`config.mk`:
```
export PLATFORM = sky130hd
export DESIGN_NAME = multi_cycle_controller
export DESIGN_NICKNAME = d
export VERILOG_FILES = /design/src/rtl/multi_cycle_controller.sv
export SDC_FILE = /design/constraint.sdc
export NUM_CORES = 1
export LEC_CHECK = 0
export BUFFER_PORTS_ARGS = -buffer_cell sky130_fd_sc_hd__buf_2
export CAP_MARGIN = 5
export CORE_MARGIN = 10
export CORE_UTILIZATION = 39
export CTS_CLUSTER_SIZE = 10
export DETAILED_ROUTE_END_ITERATION = 8
export PLACE_DENSITY = 0.74
export SLEW_MARGIN = 20
export SYNTH_ARGS = -nofsm -noshare
export SYNTH_HDL_FRONTEND = slang
export SYNTH_SLANG_ARGS = --single-unit
```
`constraint.sdc`:
```
create_clock -name clk -period 1.7 [get_ports clk]
set_input_delay 0.34 -clock clk [delete_from_list [all_inputs] [get_ports clk]]
set_output_delay 0.34 -clock clk [all_outputs]
set_load 0.01 [all_outputs]
```
`src/rtl/multi_cycle_controller.sv`:
```
// multi_cycle_controller: multi-cycle MIPS control unit (addu, subu, ori, lw, sw, beq, lui, jal, jr)
// Ports: clk/reset (sync, active-high); op/func from IR; zero = ALU equal flag.
//        PCWrite/IRWrite/RegWrite/MemWrite one-cycle write pulses; IorD, ALUCtrl, ALUSrc, ExtOp,
//        RegDst, MemtoReg, NPCSel datapath selects; state = FSM state; instr_done = last cycle of instr.
module multi_cycle_controller #(
    parameter int MEM_LAT = 0,
    parameter int CNT_W = 4
) (
    input  logic       clk,
    input  logic       reset,
    input  logic [5:0] op,
    input  logic [5:0] func,
    input  logic       zero,
    output logic       PCWrite,
    output logic       IRWrite,
    output logic       RegWrite,
    output logic       MemWrite,
    output logic       IorD,
    output logic [2:0] ALUCtrl,
    output logic       ALUSrc,
    output logic       ExtOp,
    output logic [1:0] RegDst,
    output logic [1:0] MemtoReg,
    output logic [1:0] NPCSel,
    output logic [2:0] state,
    output logic       instr_done
);
    typedef enum logic [2:0] {FETCH = 3'd0, DECODE = 3'd1, EXE = 3'd2, MEM = 3'd3, WB = 3'd4} state_t;
    localparam logic [5:0] OP_R = 6'b000000, OP_ORI = 6'b001101, OP_LUI = 6'b001111, OP_LW = 6'b100011;
    localparam logic [5:0] OP_SW = 6'b101011, OP_BEQ = 6'b000100, OP_JAL = 6'b000011;
    localparam logic [5:0] F_ADDU = 6'b100001, F_SUBU = 6'b100011, F_JR = 6'b001000;
    state_t st, nxt;
    logic [CNT_W-1:0] wait_cnt;
    logic last, is_r, addu, subu, jr, ori, lui, lw, sw, beq, jal, to_exe;
    logic pcw, irw, rw, mw, done;
    assign is_r = op == OP_R;
    assign addu = is_r && func == F_ADDU;
    assign subu = is_r && func == F_SUBU;
    assign jr = is_r && func == F_JR;
    assign ori = op == OP_ORI;
    assign lui = op == OP_LUI;
    assign lw = op == OP_LW;
    assign sw = op == OP_SW;
    assign beq = op == OP_BEQ;
    assign jal = op == OP_JAL;
    assign to_exe = addu | subu | ori | lui | lw | sw | beq;
    // final cycle of a memory access (FETCH or MEM)
    assign last = wait_cnt == CNT_W'(MEM_LAT);
    always_comb begin
        nxt = FETCH;
        pcw = 1'b0;
        irw = 1'b0;
        rw = 1'b0;
        mw = 1'b0;
        done = 1'b0;
        IorD = 1'b0;
        ALUCtrl = 3'b111;
        ALUSrc = 1'b0;
        ExtOp = 1'b0;
        RegDst = 2'b00;
        MemtoReg = 2'b00;
        NPCSel = 2'b00;
        case (st)
            FETCH: begin
                irw = last;
                pcw = last;
                nxt = last ? DECODE : FETCH;
            end
            DECODE: begin
                RegDst = jal ? 2'b10 : 2'b00;
                MemtoReg = jal ? 2'b11 : 2'b00;
                NPCSel = jal ? 2'b10 : jr ? 2'b11 : 2'b00;
                rw = jal;
                pcw = jal | jr;
                done = !to_exe;
                nxt = to_exe ? EXE : FETCH;
            end
            EXE: begin
                ALUCtrl = (addu | lw | sw) ? 3'b010 : (subu | beq) ? 3'b011 : ori ? 3'b001 : 3'b111;
                ALUSrc = ori | lw | sw;
                ExtOp = ori;
                NPCSel = beq ? 2'b01 : 2'b00;
                pcw = beq & zero;
                done = beq;
                nxt = beq ? FETCH : (lw | sw) ? MEM : WB;
            end
            MEM: begin
                IorD = 1'b1;
                mw = last & sw;
                done = last & sw;
                nxt = !last ? MEM : lw ? WB : FETCH;
            end
            WB: begin
                rw = 1'b1;
                done = 1'b1;
                RegDst = is_r ? 2'b01 : 2'b00;
                MemtoReg = lw ? 2'b10 : lui ? 2'b01 : 2'b00;
            end
            default: ;
        endcase
    end
    // a reset cycle must never write, even though the decode above may request it
    assign PCWrite = pcw & ~reset;
    assign IRWrite = irw & ~reset;
    assign RegWrite = rw & ~reset;
    assign MemWrite = mw & ~reset;
    assign instr_done = done & ~reset;
    assign state = st;
    always_ff @(posedge clk) begin
        if (reset) begin
            st <= FETCH;
            wait_cnt <= '0;
        end else begin
            st <= nxt;
            wait_cnt <= ((st == FETCH || st == MEM) && !last) ? wait_cnt + CNT_W'(1) : '0;
        end
    end
endmodule
```
# After elaboration in Yosys (flattened, before gate mapping)

Cells that the tools add are included.

Flip-flop bits (word level): 7
Input bits: 15

Add/subtract/negate cells: 1
Eq/ne operators: 13
Mux-type cells: 30
Bitwise operators: 22
Reductions and logical operators: 11

Operator list:

| kind                                                            | count |
|---|---|
| 6-bit == test, second input constant                            | 4 |
| 3-bit two-way mux                                               | 8 |
| 6-bit by 4-bit == test with 1-bit output, second input constant | 3 |
| 1-bit bitwise OR                                                | 13 |
| 2-bit two-way mux                                               | 6 |
| 2-bit case mux with 2 select lines                              | 3 |
| 3-bit case mux with 4 select lines                              | 1 |
| 1-bit two-way mux                                               | 9 |
| 1-bit bitwise AND                                               | 7 |
| 3-bit by 2-bit == test with 1-bit output, second input constant | 2 |
| 6-bit by 2-bit == test with 1-bit output, second input constant | 1 |
| 6-bit by 3-bit == test with 1-bit output, second input constant | 1 |
| 6-bit zero test                                                 | 1 |
| 4-bit by 1-bit adder with 4-bit output, second input constant   | 1 |
| 1-bit logical AND                                               | 4 |
| 4-bit zero test                                                 | 1 |
| 1-bit case mux with 4 select lines                              | 1 |
| 3-bit by 1-bit == test with 1-bit output, second input constant | 1 |
| 3-bit == test, second input constant                            | 1 |
| 3-bit zero test                                                 | 1 |
| 1-bit case mux with 3 select lines                              | 1 |
| 1-bit zero test                                                 | 2 |
| 1-bit inverter                                                  | 2 |
| 1-bit case mux with 2 select lines                              | 1 |
| other kinds (2)                                                 | 2 |

# Longest topological paths before layout

Depth in word-level cells: 11
Depth in mapped cells: 6

# Worst setup path after synthesis

No wires, ideal clock.

Path type: flip-flop to output port
From: register wait_cnt[0]
To: output port PCWrite
Data arrival time: 1.537 ns
Data required time: 1.360 ns
Slack: -0.177 ns
Stages on the path, launching flop included: 7
Cells stage by stage: dfxtp_1 -> inv_1 -> ha_1 -> or3b_4 -> or4_4 -> o21ai_2 -> o211a_1

Word-level cells in the longest chain between the ends: 3

Ends and longest elaborated chain:

| element                            | line | text |
|---|---|---|
| start, declared                    | 33   | `logic [CNT_W-1:0] wait_cnt;` |
| start signal, assigned             | 115  | `wait_cnt <= ((st == FETCH \|\| st == MEM) && !last) ? wait_cnt + CNT_W'(1) : '0;` |
| 4-bit zero test                    | 48   | `assign last = wait_cnt == CNT_W'(MEM_LAT);` |
| 1-bit case mux with 3 select lines | 63   | `case (st)` |
| 1-bit bitwise AND                  | 103  | `assign PCWrite = pcw & ~reset;` |
| end, declared                      | 14   | `output logic PCWrite,` |

Every way passes these cells.

# Worst setup path in the final report

From: register wait_cnt[1]
To: output port PCWrite

Same word-level chain as after synthesis.

==> reports/metrics.yaml <==
area_growth_pct: 93.4
hpwl_um: 2050
synth_cells: 89
p_leak_uw: 0.000572
p_seq_share_pct: 36.1
synthArstFlopShare_pct: 0
gp_congestion: 0.863
synth_area_leaders: "dfxtp_1 (22%), nor2_1 (9.4%), nand2_1 (5.3%)"
clkSinkCount: 7
dieWidth_um: 60.6
clk-insertion-delay-late_ns: 0.26
cp_max_fo: 3
hold_viol: 0
setup_violations: 12
crit_arrival_ns: 1.87
max_freq_ghz: 0.453
power.internal_uw: 329
max_cap_violations: 0
drt_first_pass_iters: 5
grt_pass1_vias: 915
place_ws_ns: -0.271
grt_max_degree: 10
root_buffer: "clkbuf_4"
synth_cell_types: 34
die_y_um: 60.6
startpoint_type: "register"
fin_crit_sh_pct: 130
synth-edff-count: 0
grt_pass1_wl_um: 4170
antenna-diode-count: 0
rsz0062_at_grt: "true"
outcome: "finished with violations"
vias: 1057
vdd_ir_drop_max_v: 0.000445
fillCellCount: 104
synth_xor_area_share_pct: 2.73
muxShareOfSynthArea_pct: 0
crit_required_ns: 1.36
ys_ff_latch: 7
worst_pin_slew_ns: 0.349
synthAdderAreaFrac_pct: 3.90
coreArea_um2: 1520
die-area_um2: 3670
htreeDepth: 1
yosysWarnings: 0
drt_iter0_drc: 80
path_clk_slew_ns: 0.05
min_path_type: "input port to register"
num_rows: 14
nets: 175
syn_nets: 106
min_period_ns: 2.21
comb_power_share_pct: 31.7
synth_top_family_by_area: "simple AND/OR/NAND/NOR gates"
p_switching_uw: 143
grtUsageTotal_pct: 14.2
instances_no_fill: 173
yosysSeqAreaShare_pct: 21.8
setup_slack_ns: -0.509
ant_nets: 0
total_power_uw: 472
synth_top_area_cell: "dfxtp_1"
ios: 35
dp_cells: 161
critPathKind: "register to output port"
cts_tree: "built"
synth_top_cell_area_share_pct: 21.8
synth_area_um2: 642
fin_util_pct: 81.4
p_clk_share_pct: 32.2
totalWireLength_um: 3150
slew_violations: 0
end_kind: "output port"
synth_compound_area_share_pct: 18.5
synth.avg_cell_area_um2: 7.21
clk_path_buf_depth: 2
synth-simple-area-share_pct: 49.3
skew_ns: 0.00643
synth_ff_type: "dfxtp_1"
final_layout_size_suffix_gt1_share_pct: 62.4
violations: "setup timing"
swShare_pct: 30.3
overflow: 0
routedWlPerCell_um: 18.2
start_util_pct: 42.1
max_slew_margin_pct: 76.4
power_density_nw_per_um2: 380
place.port_buffers: 34
numCtsBuffers: 3
holdBufCountCts: 0
vias_per_cell: 6.11
antenna_found_initial: 0
drcViolationCount: 0
## what timing repair did
action | in CTS | in global routing
resized for setup | 24 | 27
setup endpoints to repair | 14 | 16
setup buffers | 3 | 6
pin swaps | 12 | 10
## final timing paths
kind                            cells after the start  slack (ns)        start          end
worst max-delay path                                7       -0.51  wait_cnt[1]      PCWrite
worst min-delay path                                2        0.33        reset     state[2]
worst max register to register                      6        0.19  wait_cnt[1]     state[1]
worst min register to register                      2        0.52  wait_cnt[0]  wait_cnt[0]
## flip-flops by register name (all words and copies together), names as in the netlist
signal / count
state: 3
wait_cnt: 4
## layout make-up
cell class	count	area (um^2)	area share, %
sequential	7	154	12.4
tap	16	20.0	1.61
multi-input combinational	76	566	45.6
inverter	5	18.8	1.51
clock buffer	4	26.3	2.12
timing repair buffer	65	457	36.8
## layout by cell type (no fill, tap or decap), types with 2 or more instances in the layout
master and n:
buf_6 7, buf_4 27, nand4b_1 3, dfxtp_4 3, o21ai_1 3, inv_2 3
nor3_1 2, dfxtp_2 2, nor2_4 4, nor2_1 12, ha_1 2, o21ai_2 2
nand3_1 5, clkbuf_4 3, buf_2 29, a21oi_2 2, o21a_1 3, inv_1 2
buf_8 2, dfxtp_1 2, nand4_1 5, nand2_1 8
## power groups by stage
stage | Sequential, uW | Clock [uW] | Combinational, uW
global placement | 174 | 0 | 108
CTS | 171 | 158 | 129
global route | 170 | 165 | 158
floorplan | 175 | 0 | 42.0
finish | 170 | 152 | 150
detailed placement | 174 | 0 | 112
## cell families after synthesis
group           after synthesis
compound gates               17
xor+xnor                      2
fa+ha+maj                     2
buf+inv                       6
flops                         7
simple gates                 55
## per-layer routing
metal  part of all wire [%]  track usage [%]  wire length [um]  vias up
met3                     14             5.01               426       21
met5                      0                0                 0        -
li1                       -                -                 -      465
met4                    4.2             6.90               132        0
met1                     36             16.7              1140      483
met2                     46             22.4              1450       88
## synth_stat cells (3+ instances only)
master	count
nor2_1	16
nand2_1	9
dfxtp_1	7
nand3_1	6
inv_1	5
nand4_1	5
o21ai_0	4
a21oi_1	3
nand4b_1	3
nor3_1	3
o21a_1	3
## worst max-delay path, stage by stage, from the launching register on
cell and delay (ns):
dfxtp_2 0.32, inv_2 0.04, ha_1 0.12, or3b_4 0.38, or4_4 0.43, o21ai_2 0.07, o211a_1 0.16, buf_6 0.10
## through the flow
stage / hold slack (ns) / cell area [um^2] / TNS (ns)
6_report: 0.331 / 1240 / -2.21
5_1_grt: 0.339 / 1240 / -3.05
2_1_floorplan: 0.417 / 642 / -0.412
3_3_place_gp: 0.502 / 1000 / -1.31
4_1_cts: 0.310 / 1130 / -2.56
3_5_place_dp: 0.522 / 1000 / -1.95
Power figures use the tool's default switching activity.
